### src/rtl/pipeline_ctrl_if.sv
// Pipeline control bundle: hazard/handshake inputs to the sequencer and the
// latch enable/flush, status and stall-count outputs from it.
//   slave  : the sequencer side (inputs ihit..wb_halt, outputs pc_en..stall_cnt)
//   master : the pipeline/datapath side (drives inputs, observes outputs)
interface pipeline_ctrl_if #(
  parameter int unsigned REG_W = 5,
  parameter int unsigned CNT_W = 32
);
  logic             ihit;
  logic             dhit;
  logic             mem_dreq;
  logic             mem_redirect;
  logic             idex_memread;
  logic [REG_W-1:0] idex_wsel;
  logic [REG_W-1:0] ifid_rs;
  logic [REG_W-1:0] ifid_rt;
  logic             wb_halt;

  logic             pc_en;
  logic             ifid_en;
  logic             ifid_flush;
  logic             idex_en;
  logic             idex_flush;
  logic             exmem_en;
  logic             exmem_flush;
  logic             memwb_en;
  logic             halted;
  logic             err;
  logic [CNT_W-1:0] stall_cnt;

  modport slave (
    input  ihit, dhit, mem_dreq, mem_redirect, idex_memread, idex_wsel, ifid_rs, ifid_rt,
           wb_halt,
    output pc_en, ifid_en, ifid_flush, idex_en, idex_flush, exmem_en, exmem_flush, memwb_en,
           halted, err, stall_cnt
  );

  modport master (
    output ihit, dhit, mem_dreq, mem_redirect, idex_memread, idex_wsel, ifid_rs, ifid_rt,
           wb_halt,
    input  pc_en, ifid_en, ifid_flush, idex_en, idex_flush, exmem_en, exmem_flush, memwb_en,
           halted, err, stall_cnt
  );
endinterface

### src/rtl/pipeline_ctrl.sv
// Stall/flush sequencer for the 5-stage pipeline.
// Ports:
//   CLK  : clock, rising edge
//   RST  : synchronous active-high reset
//   bus  : pipeline_ctrl_if.slave -- memory handshakes, load-use operands, MEM
//          redirect and halt in; PC/latch enables and flushes, halted, err and
//          the saturating stall-cycle counter out.
// Enables/flushes are combinational from state and inputs; halted, err and
// stall_cnt come straight from registers.
module pipeline_ctrl #(
  parameter int unsigned REG_W   = 5,
  parameter int unsigned TIMEOUT = 1024,
  parameter int unsigned CNT_W   = 32
) (
  input logic            CLK,
  input logic            RST,
  pipeline_ctrl_if.slave bus
);

  localparam logic [1:0] StRun   = 2'd0;
  localparam logic [1:0] StDwait = 2'd1;
  localparam logic [1:0] StHalt  = 2'd2;
  localparam logic [1:0] StErr   = 2'd3;

  localparam int unsigned WaitW = $clog2(TIMEOUT) + 1;
  localparam logic [WaitW-1:0] WaitLast = WaitW'(TIMEOUT - 1);

  logic [1:0]       state_q, state_d;
  logic [WaitW-1:0] wait_cnt_q, wait_cnt_d;
  logic [CNT_W-1:0] stall_cnt_q, stall_cnt_d;

  logic pc_en, ifid_en, ifid_flush, idex_en, idex_flush, exmem_en, exmem_flush, memwb_en;
  logic dwait, load_use;

  assign dwait    = bus.mem_dreq & ~bus.dhit;
  assign load_use = bus.idex_memread & (bus.idex_wsel != '0) &
                    ((bus.idex_wsel == bus.ifid_rs) | (bus.idex_wsel == bus.ifid_rt));

  always_comb begin
    pc_en       = 1'b0;
    ifid_en     = 1'b0;
    ifid_flush  = 1'b0;
    idex_en     = 1'b0;
    idex_flush  = 1'b0;
    exmem_en    = 1'b0;
    exmem_flush = 1'b0;
    memwb_en    = 1'b0;
    state_d     = state_q;
    wait_cnt_d  = '0;
    stall_cnt_d = stall_cnt_q;

    case (state_q)
      // A dhit cycle in DWAIT is evaluated exactly like RUN, so a redirect
      // held in the frozen EX/MEM latch takes effect on that cycle.
      StRun, StDwait: begin
        if (bus.wb_halt) begin
          state_d = StHalt;
        end else if (dwait) begin
          if (wait_cnt_q == WaitLast) begin
            state_d = StErr;
          end else begin
            state_d    = StDwait;
            wait_cnt_d = wait_cnt_q + 1'b1;
          end
        end else if (bus.mem_redirect) begin
          pc_en       = 1'b1;
          ifid_en     = 1'b1;
          ifid_flush  = 1'b1;
          idex_en     = 1'b1;
          idex_flush  = 1'b1;
          exmem_en    = 1'b1;
          exmem_flush = 1'b1;
          memwb_en    = 1'b1;
          state_d     = StRun;
        end else if (load_use || !bus.ihit) begin
          // Hold PC and IF/ID, inject one bubble into ID/EX, let the rest drain.
          idex_en    = 1'b1;
          idex_flush = 1'b1;
          exmem_en   = 1'b1;
          memwb_en   = 1'b1;
          state_d    = StRun;
        end else begin
          pc_en    = 1'b1;
          ifid_en  = 1'b1;
          idex_en  = 1'b1;
          exmem_en = 1'b1;
          memwb_en = 1'b1;
          state_d  = StRun;
        end

        if (!pc_en && (stall_cnt_q != '1)) begin
          stall_cnt_d = stall_cnt_q + 1'b1;
        end
      end
      StHalt, StErr: state_d = state_q;
      default:       state_d = StRun;
    endcase

    if (RST) begin
      pc_en       = 1'b0;
      ifid_en     = 1'b0;
      ifid_flush  = 1'b0;
      idex_en     = 1'b0;
      idex_flush  = 1'b0;
      exmem_en    = 1'b0;
      exmem_flush = 1'b0;
      memwb_en    = 1'b0;
    end
  end

  always_ff @(posedge CLK) begin
    if (RST) begin
      state_q     <= StRun;
      wait_cnt_q  <= '0;
      stall_cnt_q <= '0;
    end else begin
      state_q     <= state_d;
      wait_cnt_q  <= wait_cnt_d;
      stall_cnt_q <= stall_cnt_d;
    end
  end

  assign bus.pc_en       = pc_en;
  assign bus.ifid_en     = ifid_en;
  assign bus.ifid_flush  = ifid_flush;
  assign bus.idex_en     = idex_en;
  assign bus.idex_flush  = idex_flush;
  assign bus.exmem_en    = exmem_en;
  assign bus.exmem_flush = exmem_flush;
  assign bus.memwb_en    = memwb_en;
  assign bus.halted      = (state_q == StHalt);
  assign bus.err         = (state_q == StErr);
  assign bus.stall_cnt   = stall_cnt_q;

endmodule
### src/flat_wrapper.sv
// flat-port wrapper written by rule: the top's interface ports become plain ports
module pipeline_ctrl_flat 
#(
  parameter int unsigned REG_W   = 5,
  parameter int unsigned TIMEOUT = 1024,
  parameter int unsigned CNT_W   = 32
)
  (CLK, RST, bus_ihit, bus_dhit, bus_mem_dreq, bus_mem_redirect, bus_idex_memread, bus_idex_wsel, bus_ifid_rs, bus_ifid_rt, bus_wb_halt, bus_pc_en, bus_ifid_en, bus_ifid_flush, bus_idex_en, bus_idex_flush, bus_exmem_en, bus_exmem_flush, bus_memwb_en, bus_halted, bus_err, bus_stall_cnt);
  pipeline_ctrl_if #(.REG_W(REG_W), .CNT_W(CNT_W)) bus_i ();
  input logic CLK;
  input logic RST;
  input wire logic [$bits(bus_i.ihit)-1:0] bus_ihit;
  input wire logic [$bits(bus_i.dhit)-1:0] bus_dhit;
  input wire logic [$bits(bus_i.mem_dreq)-1:0] bus_mem_dreq;
  input wire logic [$bits(bus_i.mem_redirect)-1:0] bus_mem_redirect;
  input wire logic [$bits(bus_i.idex_memread)-1:0] bus_idex_memread;
  input wire logic [$bits(bus_i.idex_wsel)-1:0] bus_idex_wsel;
  input wire logic [$bits(bus_i.ifid_rs)-1:0] bus_ifid_rs;
  input wire logic [$bits(bus_i.ifid_rt)-1:0] bus_ifid_rt;
  input wire logic [$bits(bus_i.wb_halt)-1:0] bus_wb_halt;
  output wire logic [$bits(bus_i.pc_en)-1:0] bus_pc_en;
  output wire logic [$bits(bus_i.ifid_en)-1:0] bus_ifid_en;
  output wire logic [$bits(bus_i.ifid_flush)-1:0] bus_ifid_flush;
  output wire logic [$bits(bus_i.idex_en)-1:0] bus_idex_en;
  output wire logic [$bits(bus_i.idex_flush)-1:0] bus_idex_flush;
  output wire logic [$bits(bus_i.exmem_en)-1:0] bus_exmem_en;
  output wire logic [$bits(bus_i.exmem_flush)-1:0] bus_exmem_flush;
  output wire logic [$bits(bus_i.memwb_en)-1:0] bus_memwb_en;
  output wire logic [$bits(bus_i.halted)-1:0] bus_halted;
  output wire logic [$bits(bus_i.err)-1:0] bus_err;
  output wire logic [$bits(bus_i.stall_cnt)-1:0] bus_stall_cnt;
  assign bus_i.ihit = bus_ihit;
  assign bus_i.dhit = bus_dhit;
  assign bus_i.mem_dreq = bus_mem_dreq;
  assign bus_i.mem_redirect = bus_mem_redirect;
  assign bus_i.idex_memread = bus_idex_memread;
  assign bus_i.idex_wsel = bus_idex_wsel;
  assign bus_i.ifid_rs = bus_ifid_rs;
  assign bus_i.ifid_rt = bus_ifid_rt;
  assign bus_i.wb_halt = bus_wb_halt;
  assign bus_pc_en = bus_i.pc_en;
  assign bus_ifid_en = bus_i.ifid_en;
  assign bus_ifid_flush = bus_i.ifid_flush;
  assign bus_idex_en = bus_i.idex_en;
  assign bus_idex_flush = bus_i.idex_flush;
  assign bus_exmem_en = bus_i.exmem_en;
  assign bus_exmem_flush = bus_i.exmem_flush;
  assign bus_memwb_en = bus_i.memwb_en;
  assign bus_halted = bus_i.halted;
  assign bus_err = bus_i.err;
  assign bus_stall_cnt = bus_i.stall_cnt;
  pipeline_ctrl #(.REG_W(REG_W), .TIMEOUT(TIMEOUT), .CNT_W(CNT_W)) u_core (.CLK(CLK), .RST(RST), .bus(bus_i));
endmodule
### config.mk
export PLATFORM = sky130hd
export DESIGN_NAME = pipeline_ctrl_flat
export DESIGN_NICKNAME = d
export VERILOG_FILES = /design/src/rtl/pipeline_ctrl_if.sv /design/src/rtl/pipeline_ctrl.sv /design/src/flat_wrapper.sv
export SDC_FILE = /design/constraint.sdc
export NUM_CORES = 1
export LEC_CHECK = 0
export ABC_AREA = 1
export ABC_CLOCK_PERIOD_IN_PS = 2200
export CAP_MARGIN = 20
export CORE_MARGIN = 5
export CORE_UTILIZATION = 45
export DETAILED_ROUTE_END_ITERATION = 16
export PLACE_DENSITY = 0.75
export SLEW_MARGIN = 20
export SYNTH_ARGS = -nofsm -noshare
export SYNTH_HDL_FRONTEND = slang
export SYNTH_SLANG_ARGS = --single-unit
### constraint.sdc
create_clock -name CLK -period 2.2 [get_ports CLK]
set_clock_uncertainty 0.05 [all_clocks]
set_input_delay 0.44 -clock CLK [delete_from_list [all_inputs] [get_ports CLK]]
set_output_delay 0.44 -clock CLK [all_outputs]
set_load 0.01 [all_outputs]
==> metrics <==
final wirelength=7430 um; Final WS setup=0.0909 ns; area of the die=8320 um^2; Diodes inserted=0; Slew headroom=65.1%; post-DP HPWL=5490 um; Core ar.=6390 um^2; critical path class=in -> out; VDD IR max=0.000416 V; sequential share of power=49.6%; Logic pwr share=17.8%; ratio of final minimum period to clock period=95.9%; GRT Util Overall=17.1%; first-pass detailed-route iteration total=6; Crit. End Element=output port; CP delay by family, top=buffers and inverters; number of remaining DRC errors=0; clock share of power=32.6%; Synth Cell Area=2970 um^2; count leader, synth=nand2_1; Critical Path Max Stage Delay=0.45 ns; Critical Path Source Type=input pin; CTS tree=done; Post-Syn Instances=488; Layout Cells excl Fill=632; WL per Instance=11.8 um; synth top area cells=dfxtp_1, nand2_1, nor2_1; Final Power=0.00175 W; CP most frequent cell=nor2_2; Starting Density=46.5%; Via density=4.96; max_cap viols=0; Slew Limit Fails=0; Hold Buf Count CTS=0; Worst Path Required=1.71 ns; width of the die=91.2 um; synth warn=0; CP max FO=3; dpl ws=-0.571 ns; run status=complete, no violations; Final Hold Violating Endpoints=0; Fmax achieved=474 MHz; sequential share of the synthesized area=30.3%; area leader, netlist=dfxtp_1; worst hold path type=reg -> reg; Area Overhead vs Synth=29.3%; Num CTS Buffers=5; area fraction of the dominant cell type after synthesis=30.3%; post-route ant nets=0; initial antenna violation count=0; GRT Residual Overflow=0; Syn Nets=513; Layout Nets=579; largest net degree at the start of global routing=47; I/O pins=65; layout cells sized above 1=10.6%; via count=3137; Post-synth EDFFs=0; dpl cells=621; Psw=0.000536 W; clk slew on worst S/H paths=0.10 ns; final setup fails=0; cell breakdown of the critical path=clkdlybuf4s50_1 -> nor2_2 -> nand2_1 -> nor2_2 -> buf_4 -> dlygate4sd2_1; Port Buf Inserts=64; fin crit period=2.11 ns; critical path data arrival time=1.62 ns; Iteration-0 DRC Markers=193; Worst-Margin Slew=0.518 ns; Sw Share=30.5%; Max Root-Sink Buffers=2; gpl congestion=0.849; LEAKAGE=1.75 nW; vias in the first global route=2784; worst r2r src=u_core.bus.stall_cnt[7]$_SDFFE_PP0P_; Synth cell types=30; H-tree Lvls=2; first-pass GRT wire length=12200 um; crit path from=bus_wb_halt; # rows=29; syn avg cell area=6.08 um^2; P_int=0.00122 W; Die Ht=91.2 um; post-synthesis sequential element count=45; Pwr Density=457 nW/um^2; Bufs and invs on worst path=3; Clock Sinks=45; clk_lat worst skew=0.30 ns; Post-synth ARST share=0%; slowest stage cell, crit path=clkdlybuf4s50_1; Synth top cells by count=nand2_1, nor2_1, inv_1; predominant post-synthesis flop cell=dfxtp_1; HP Start=u_core.wait_cnt_q[10]$_SDFF_PP0_; Root Driver=clkbuf_8
[flip-flops by register name, summed over array words and instances (netlist names)]
register,cells
u_core.wait_cnt_q,11
u_core.bus.stall_cnt,32
u_core.state_q,2
[kinds of logic after synthesis]
group / Yosys count / share of synthesized area, %
and+or+nand+nor: 313 / 48.0
buffers and inverters: 107 / 15.3
AOI/OAI and AO/OA: 7 / 1.31
DFF: 45 / 30.3
adders and majority gates: 2 / 0.843
xor gates and xnor gates: 14 / 4.13
[what timing repair did]
| item | 4_1_cts | 5_1_grt |
|---|---|---|
| setup endpoints to repair | 19 | 35 |
| gates cloned | 0 | 1 |
| pin swaps | 5 | 7 |
| gates resized for setup | 34 | 31 |
| buffers inserted | 0 | 2 |
[metal layers]
| layer | up-vias | GRT usage [%] | part of all wire, % |
|---|---|---|---|
| met4 | 0 | 3.67 | 0.67 |
| li1 | 1644 | - | - |
| met2 | 83 | 29.5 | 49 |
| met5 | - | 0 | 0 |
| met1 | 1404 | 22.2 | 45 |
| met3 | 6 | 3.14 | 4.9 |
[layout make-up]
type,count,area (um^2)
repair buffers,79,733
well taps,77,96.3
flip-flops and latches,45,907
inverters,87,329
clock inverters,3,28.8
multi-input cells,336,1680
clock buffers,5,68.8
fillers,603,2550
[through the flow]
stage / setup TNS, ns / hold WS (ns) / cell area [um^2] / util, %
floorplan: 0 / 0.362 / 2970 / -
CTS: 0 / 0.396 / 3750 / 58.7
global placement: -11.05 / 0.372 / 3670 / 57.5
finish: 0 / 0.393 / 3840 / 60.1
global route: -0.00557 / 0.429 / 3840 / 60.1
detailed placement: -13.48 / 0.381 / 3670 / 57.5
[cells in the final DEF (no fill, tap or decap), drive strengths merged]
cell type / n
inv: 90
o21ai: 4
buf: 17
a211oi: 1
a31oi: 1
nand2: 124
a21oi: 1
xnor2: 4
nor3: 11
clkdlybuf4s15: 1
nand4: 39
nor2: 98
dlygate4sd2: 16
dlymetal6s2s: 1
nor3b: 2
ha: 2
clkdlybuf4s50: 41
xor2: 10
dfxtp: 45
nor4: 2
clkbuf: 8
nand3: 36
or2: 1
[power groups by stage]
stage | Combinational (W) | Sequential [W] | Clock [W]
after floorplan | 0.000175 | 0.000888 | 0
after detailed placement | 0.000310 | 0.000884 | 0
after global placement | 0.000304 | 0.000884 | 0
final | 0.000312 | 0.000870 | 0.000573
after global routing | 0.000345 | 0.000874 | 0.000625
after CTS | 0.000300 | 0.000866 | 0.000586
[final timing paths]
path / slack (ns) / to / cells after the start
worst max-delay path: 0.09 / bus_idex_en / 6
worst min-delay path: 0.39 / u_core.wait_cnt_q[10]$_SDFF_PP0_ / 2
worst max register to register: 0.12 / u_core.bus.stall_cnt[9]$_SDFFE_PP0P_ / 12
worst min register to register: 0.39 / u_core.wait_cnt_q[10]$_SDFF_PP0_ / 2
[worst register-to-register path, cell delays in order, from the launching register on]
cell and delay, ns:
dfxtp_1 0.42, nand2_1 0.12, nor2_2 0.22, nand3_4 0.12, nor2_4 0.18, nand4_4 0.12
nor2_4 0.27, inv_4 0.08, nand3_4 0.12, buf_6 0.14, nand2_1 0.05, nand2_1 0.06
nor2_1 0.04
No activity file was read; power rests on OpenSTA's default activity.
